File: config.mk
export PLATFORM = sky130hd
export DESIGN_NAME = ram_arbiter
export DESIGN_NICKNAME = d
export VERILOG_FILES = /design/src/rtl/ram_arbiter.sv
export SDC_FILE = /design/constraint.sdc
export NUM_CORES = 1
export LEC_CHECK = 0
export CORE_ASPECT_RATIO = 0.5
export CORE_MARGIN = 2
export CORE_UTILIZATION = 39
export CTS_CLUSTER_DIAMETER = 80
export DETAILED_ROUTE_END_ITERATION = 16
export PLACE_DENSITY = 0.95
export SLEW_MARGIN = 20
export SYNTH_ARGS = -nofsm -noshare
export SYNTH_HDL_FRONTEND = slang
export SYNTH_SLANG_ARGS = --single-unit
export TNS_END_PERCENT = 50
File: constraint.sdc
create_clock -name clk -period 5.5 [get_ports clk]
set_clock_uncertainty 0.15 [all_clocks]
set_input_delay 0.825 -clock clk [delete_from_list [all_inputs] [get_ports clk]]
set_output_delay 0.825 -clock clk [all_outputs]
set_load 0.01 [all_outputs]
File: src/rtl/ram_arbiter.sv
// ram_arbiter: three-way arbiter in front of a single-port synchronous-read RAM.
//
// Requesters: bit0 = data port, bit1 = fetch port, bit2 = loader/debug port.
// A request is sampled in IDLE. At that edge the winner's we/addr/wdata are
// latched and ack_o pulses for one cycle. The RAM strobe is issued in ACCESS.
// A read then spends one cycle in RESP, where rvalid_o pulses and rdata_o
// carries ram_rdata_i.
//
// Ports:
//   clk, rst               clock, asynchronous active-high reset
//   req_i/we_i [2:0]       per-requester request / write enable
//   addr_i  [3*AW-1:0]     per-requester address, slice n = [n*AW +: AW]
//   wdata_i [3*DW-1:0]     per-requester write data, slice n = [n*DW +: DW]
//   ack_o    [2:0]         one-hot accept pulse
//   rvalid_o [2:0]         one-hot read-data-valid pulse
//   rdata_o  [DW-1:0]      shared read data, qualified by rvalid_o
//   ram_en_o, ram_we_o, ram_addr_o, ram_wdata_o, ram_rdata_i   RAM port
//   busy_o                 state != IDLE
//
// Build option: define ARB_RR_EN for round-robin arbitration. The pointer
// resets to 2, so requester 0 is first in line. Without ARB_RR_EN the
// arbitration is fixed priority, with bit0 > bit1 > bit2.
module ram_arbiter #(
  parameter int AW = 32,
  parameter int DW = 32
) (
  input  logic            clk,
  input  logic            rst,
  input  logic [2:0]      req_i,
  input  logic [2:0]      we_i,
  input  logic [3*AW-1:0] addr_i,
  input  logic [3*DW-1:0] wdata_i,
  output logic [2:0]      ack_o,
  output logic [2:0]      rvalid_o,
  output logic [DW-1:0]   rdata_o,
  output logic            ram_en_o,
  output logic            ram_we_o,
  output logic [AW-1:0]   ram_addr_o,
  output logic [DW-1:0]   ram_wdata_o,
  input  logic [DW-1:0]   ram_rdata_i,
  output logic            busy_o
);

  typedef enum logic [1:0] {IDLE, ACCESS, RESP} state_t;

  state_t     state;
  logic [1:0] win;
  logic [2:0] win_oh;

`ifdef ARB_RR_EN
  logic [1:0] rr_ptr;
  logic       found;
  int         idx;

  // Scan the requesters circularly, starting one past the last winner.
  always_comb begin
    win   = 2'd0;
    found = 1'b0;
    idx   = 0;
    for (int i = 1; i <= 3; i++) begin
      idx = (int'(rr_ptr) + i) % 3;
      if (!found && req_i[idx]) begin
        win   = 2'(idx);
        found = 1'b1;
      end
    end
  end
`else
  always_comb begin
    win = 2'd0;
    if (req_i[0])      win = 2'd0;
    else if (req_i[1]) win = 2'd1;
    else if (req_i[2]) win = 2'd2;
  end
`endif

  assign win_oh = 3'(3'b001 << win);

  always_ff @(posedge clk or posedge rst) begin
    if (rst) begin
      state       <= IDLE;
      ack_o       <= '0;
      rvalid_o    <= '0;
      ram_en_o    <= 1'b0;
      ram_we_o    <= 1'b0;
      ram_addr_o  <= '0;
      ram_wdata_o <= '0;
`ifdef ARB_RR_EN
      rr_ptr      <= 2'd2;
`endif
    end else begin
      case (state)
        IDLE: begin
          rvalid_o <= '0;
          if (|req_i) begin
            state       <= ACCESS;
            ack_o       <= win_oh;
            ram_en_o    <= 1'b1;
            ram_we_o    <= we_i[win];
            ram_addr_o  <= addr_i[int'(win)*AW +: AW];
            ram_wdata_o <= wdata_i[int'(win)*DW +: DW];
`ifdef ARB_RR_EN
            rr_ptr      <= win;
`endif
          end
        end
        ACCESS: begin
          ack_o    <= '0;
          ram_en_o <= 1'b0;
          ram_we_o <= 1'b0;
          if (ram_we_o) begin
            state <= IDLE;
          end else begin
            // ack_o still holds the winner, so it becomes the rvalid pulse.
            state    <= RESP;
            rvalid_o <= ack_o;
          end
        end
        RESP: begin
          rvalid_o <= '0;
          state    <= IDLE;
        end
        default: state <= IDLE;
      endcase
    end
  end

  // The RAM delivers data one cycle after the strobe, which is the RESP
  // cycle. The data is passed through so that it lines up with rvalid_o.
  assign rdata_o = (state == RESP) ? ram_rdata_i : '0;
  assign busy_o  = (state != IDLE);

endmodule

==> impl_metrics.py <==
metrics = {
    "placement": {
        "post-place-ws_ps": 2238,
        "dp_hpwl_mm": 14.66,
        "gp_congestion": 0.9199,
        "place_inst": 1044,
        "io_buffers": 336,
    },
    "drt": {
        "initialDrtViolationCount": 335,
        "detail-route-antenna-nets": 0,
        "totalWireLength_mm": 19.92,
        "drc": 0,
        "via_per_inst": 5.453,
        "vias": 5775,
        "wl_per_cell_microns": 18.81,
        "dr.pass1.iters": 5,
    },
    "worst_setup_path": {
        "worstSetupPathType": "flop to output port",
        "cp-endpoint": "busy_o",
        "critPathLaunchType": "flop",
        "timing.critical_path.from": "state[1]",
        "rr_startpoint": "state[1]",
        "r2r_setup_slack_ps": 2490,
        "cp_data_required_time_ps": 4530,
        "reg2regPathDepth": 4,
        "endpoint_kind": "output port",
        "critical_path_arrival_ps": 2130,
        "path_max_fanout": 68,
        "r2r_end": "ram_addr_o[28]",
    },
    "clocking": {
        "ctsLongestPathBuffers": 2,
        "root_buffer": "clkbuf_16",
        "clkLatencyLatePin_ps": 320,
        "numCtsBuffers": 9,
        "postCtsHoldBufs": 0,
        "clkTransAtPathRegs_ps": 60,
        "h-tree-depth": 3,
        "cts_tree": "yes",
        "cts_setup_buffers": 0,
        "cts_resized": 0,
        "clock-sinks": 74,
    },
    "final_layout": {
        "nets": 1117,
        "drive_above_1_share": 0.1339,
        "fillCellCount": 1013,
        "area_growth_syn_to_layout_pct": 71.85,
        "fin_cells": 1059,
        "diodes": 0,
    },
    "yosys": {
        "syn_avg_cell_area_sq_um": 8.475,
        "syn-cell-area_sq_um": 5017,
        "synth-seq-area-share": 0.3691,
        "synthCells": 592,
        "synth_cell_types": 28,
        "synth_warnings": 0,
        "ys_ff_latch": 74,
        "syn_nets": 824,
    },
    "timing": {
        "fin_setup_tns_ps": 0,
        "relSlewSlack": 0.3946,
        "layout_min_cycle_time_ps": 3103,
        "finalHoldViolCount": 0,
        "slew_violations": 0,
        "fin_ws_ps": 2397,
        "fmax_ghz": 0.3223,
        "finalCritPeriodShare": 0.5642,
        "worstMarginPinSlew_ps": 908.1,
        "rsz0062_at_grt": "no",
        "finalSetupViolations": 0,
    },
    "global_routing": {
        "grt_pass1_wl_mm": 30.38,
        "overflow": 0,
        "track_usage": 0.2801,
        "grt_pass1_vias": 5717,
        "grt_max_degree": 97,
        "antenna_found_initial": 0,
    },
    "floorplan": {
        "start_util": 0.3973,
        "chipWidth_microns": 164.4,
        "num_io_pins": 337,
        "dieHeight_microns": 84.21,
        "row_count": 29,
        "die_area_sq_um": 13840,
        "coreArea_sq_um": 12630,
    },
    "run_status": {
        "outcome": "finished clean",
    },
    "power_and_ir_drop": {
        "p_leak_uw": 0.003289,
        "powerDensity_nw_per_um2": 396.6,
        "peakVddDrop_uv": 247.1,
    },
    "run": {
        "drv_cap": 0,
    },
    "worst_hold_path": {
        "hold_class": "flop to flop",
        "hold_depth": 2,
    },
}
## per-layer routing
metal,GRT usage,vias to the layer above,share of wire
met4,0.1146,0,0.042
li1,-,2646,-
met1,0.3364,2800,0.39
met5,0,-,0
met2,0.4945,268,0.51
met3,0.05534,61,0.061
## synthesized netlist by cell type (all sizes together)
library cell	count	share of area
or2	2	0.0030
clkbuf	47	0.035
o31ai	64	0.13
and2	32	0.040
inv	6	0.0045
a21boi	3	0.0045
o211ai	1	0.0015
or3b	64	0.11
o21ai	67	0.067
o21ba	1	0.0020
a22o	2	0.0035
dfrtp	74	0.37
nand2	7	0.0052
nor2	69	0.052
nand2b	65	0.081
buf	15	0.020
a21oi	66	0.066
nor2b	1	0.0012
nor3b	2	0.0030
nor3	1	0.0010
nor4	1	0.0012
o22ai	2	0.0025
## critical path, stage by stage (launching register included)
cell and delay [ps]:
dfrtp_1 470, or2_4 640, clkdlybuf4s50_1 680
## through the flow
stage	area (sq um)	hold WS [ps]	power, uW	util
global placement	8369	312.5	2846	0.6628
finish	8622	332.0	3420	0.6828
floorplan	5017	362.1	1919	-
CTS	8622	336.8	3428	0.6828
detailed placement	8369	322.3	2903	0.6628
global route	8622	358.1	3608	0.6828
## cell type report
cell class	instances	area, sq um	share of cell area
Tap cell	170	212.7	0.02467
Inverter	6	22.52	0.002612
Multi-Input combinational cell	450	2872	0.3330
Timing Repair Buffer	344	3411	0.3956
Clock buffer	11	232.7	0.02699
Clock inverter	4	20.02	0.002322
Sequential cell	74	1852	0.2148
## state kept, by name, summed over array words and instances (netlist names)
signal,cells
ack_o,3
rvalid_o,3
ram_wdata_o,32
ram_addr_o,32
state,2
ram_we_o,1
ram_en_o,1
## placed cells by master (no fill, tap or decap)
cell type,count
a21boi_0,3
a21oi_1,66
a22o_1,2
and2_1,32
buf_2,2
buf_4,9
clkbuf_1,2
clkbuf_16,9
clkdlybuf4s50_1,333
clkinv_2,4
dfrtp_1,74
inv_1,5
inv_2,1
nand2_1,7
nand2b_1,65
nor2_1,69
nor2b_1,1
nor3_2,1
nor3b_1,2
nor4_1,1
o211ai_1,1
o21ai_0,67
o21ba_2,1
o22ai_1,2
o31ai_1,34
o31ai_2,30
or2_2,1
or2_4,1
or3b_1,4
or3b_2,60
## report_power, final
part | total [uW] | internal (uW) | switching [uW]
clock | 518 | 300 | 218
sequential | 989 | 822 | 167
combinational | 1910 | 1020 | 894
total | 3420 | 2140 | 1280
## cells by family (layout without fill, tap and decap cells)
kind of cell / after synthesis / count (layout) / share of synthesized area
AO/OA/AOI/OAI: 206 / 206 / 0.2723
buffers and inverters: 68 / 365 / 0.05960
flip-flops: 74 / 74 / 0.3691
AND/OR/NAND/NOR: 244 / 244 / 0.2990
## how the worst min path moves through the flow
stage / from / to
3_3_place_gp: ram_en_o / ram_en_o
4_1_cts: ram_en_o / ram_en_o
6_report: ram_en_o / ram_en_o
5_1_grt: ram_en_o / ram_en_o
3_5_place_dp: ram_en_o / ram_en_o
2_1_floorplan: ram_en_o / ram_en_o
(Power assumes the default switching activity.)
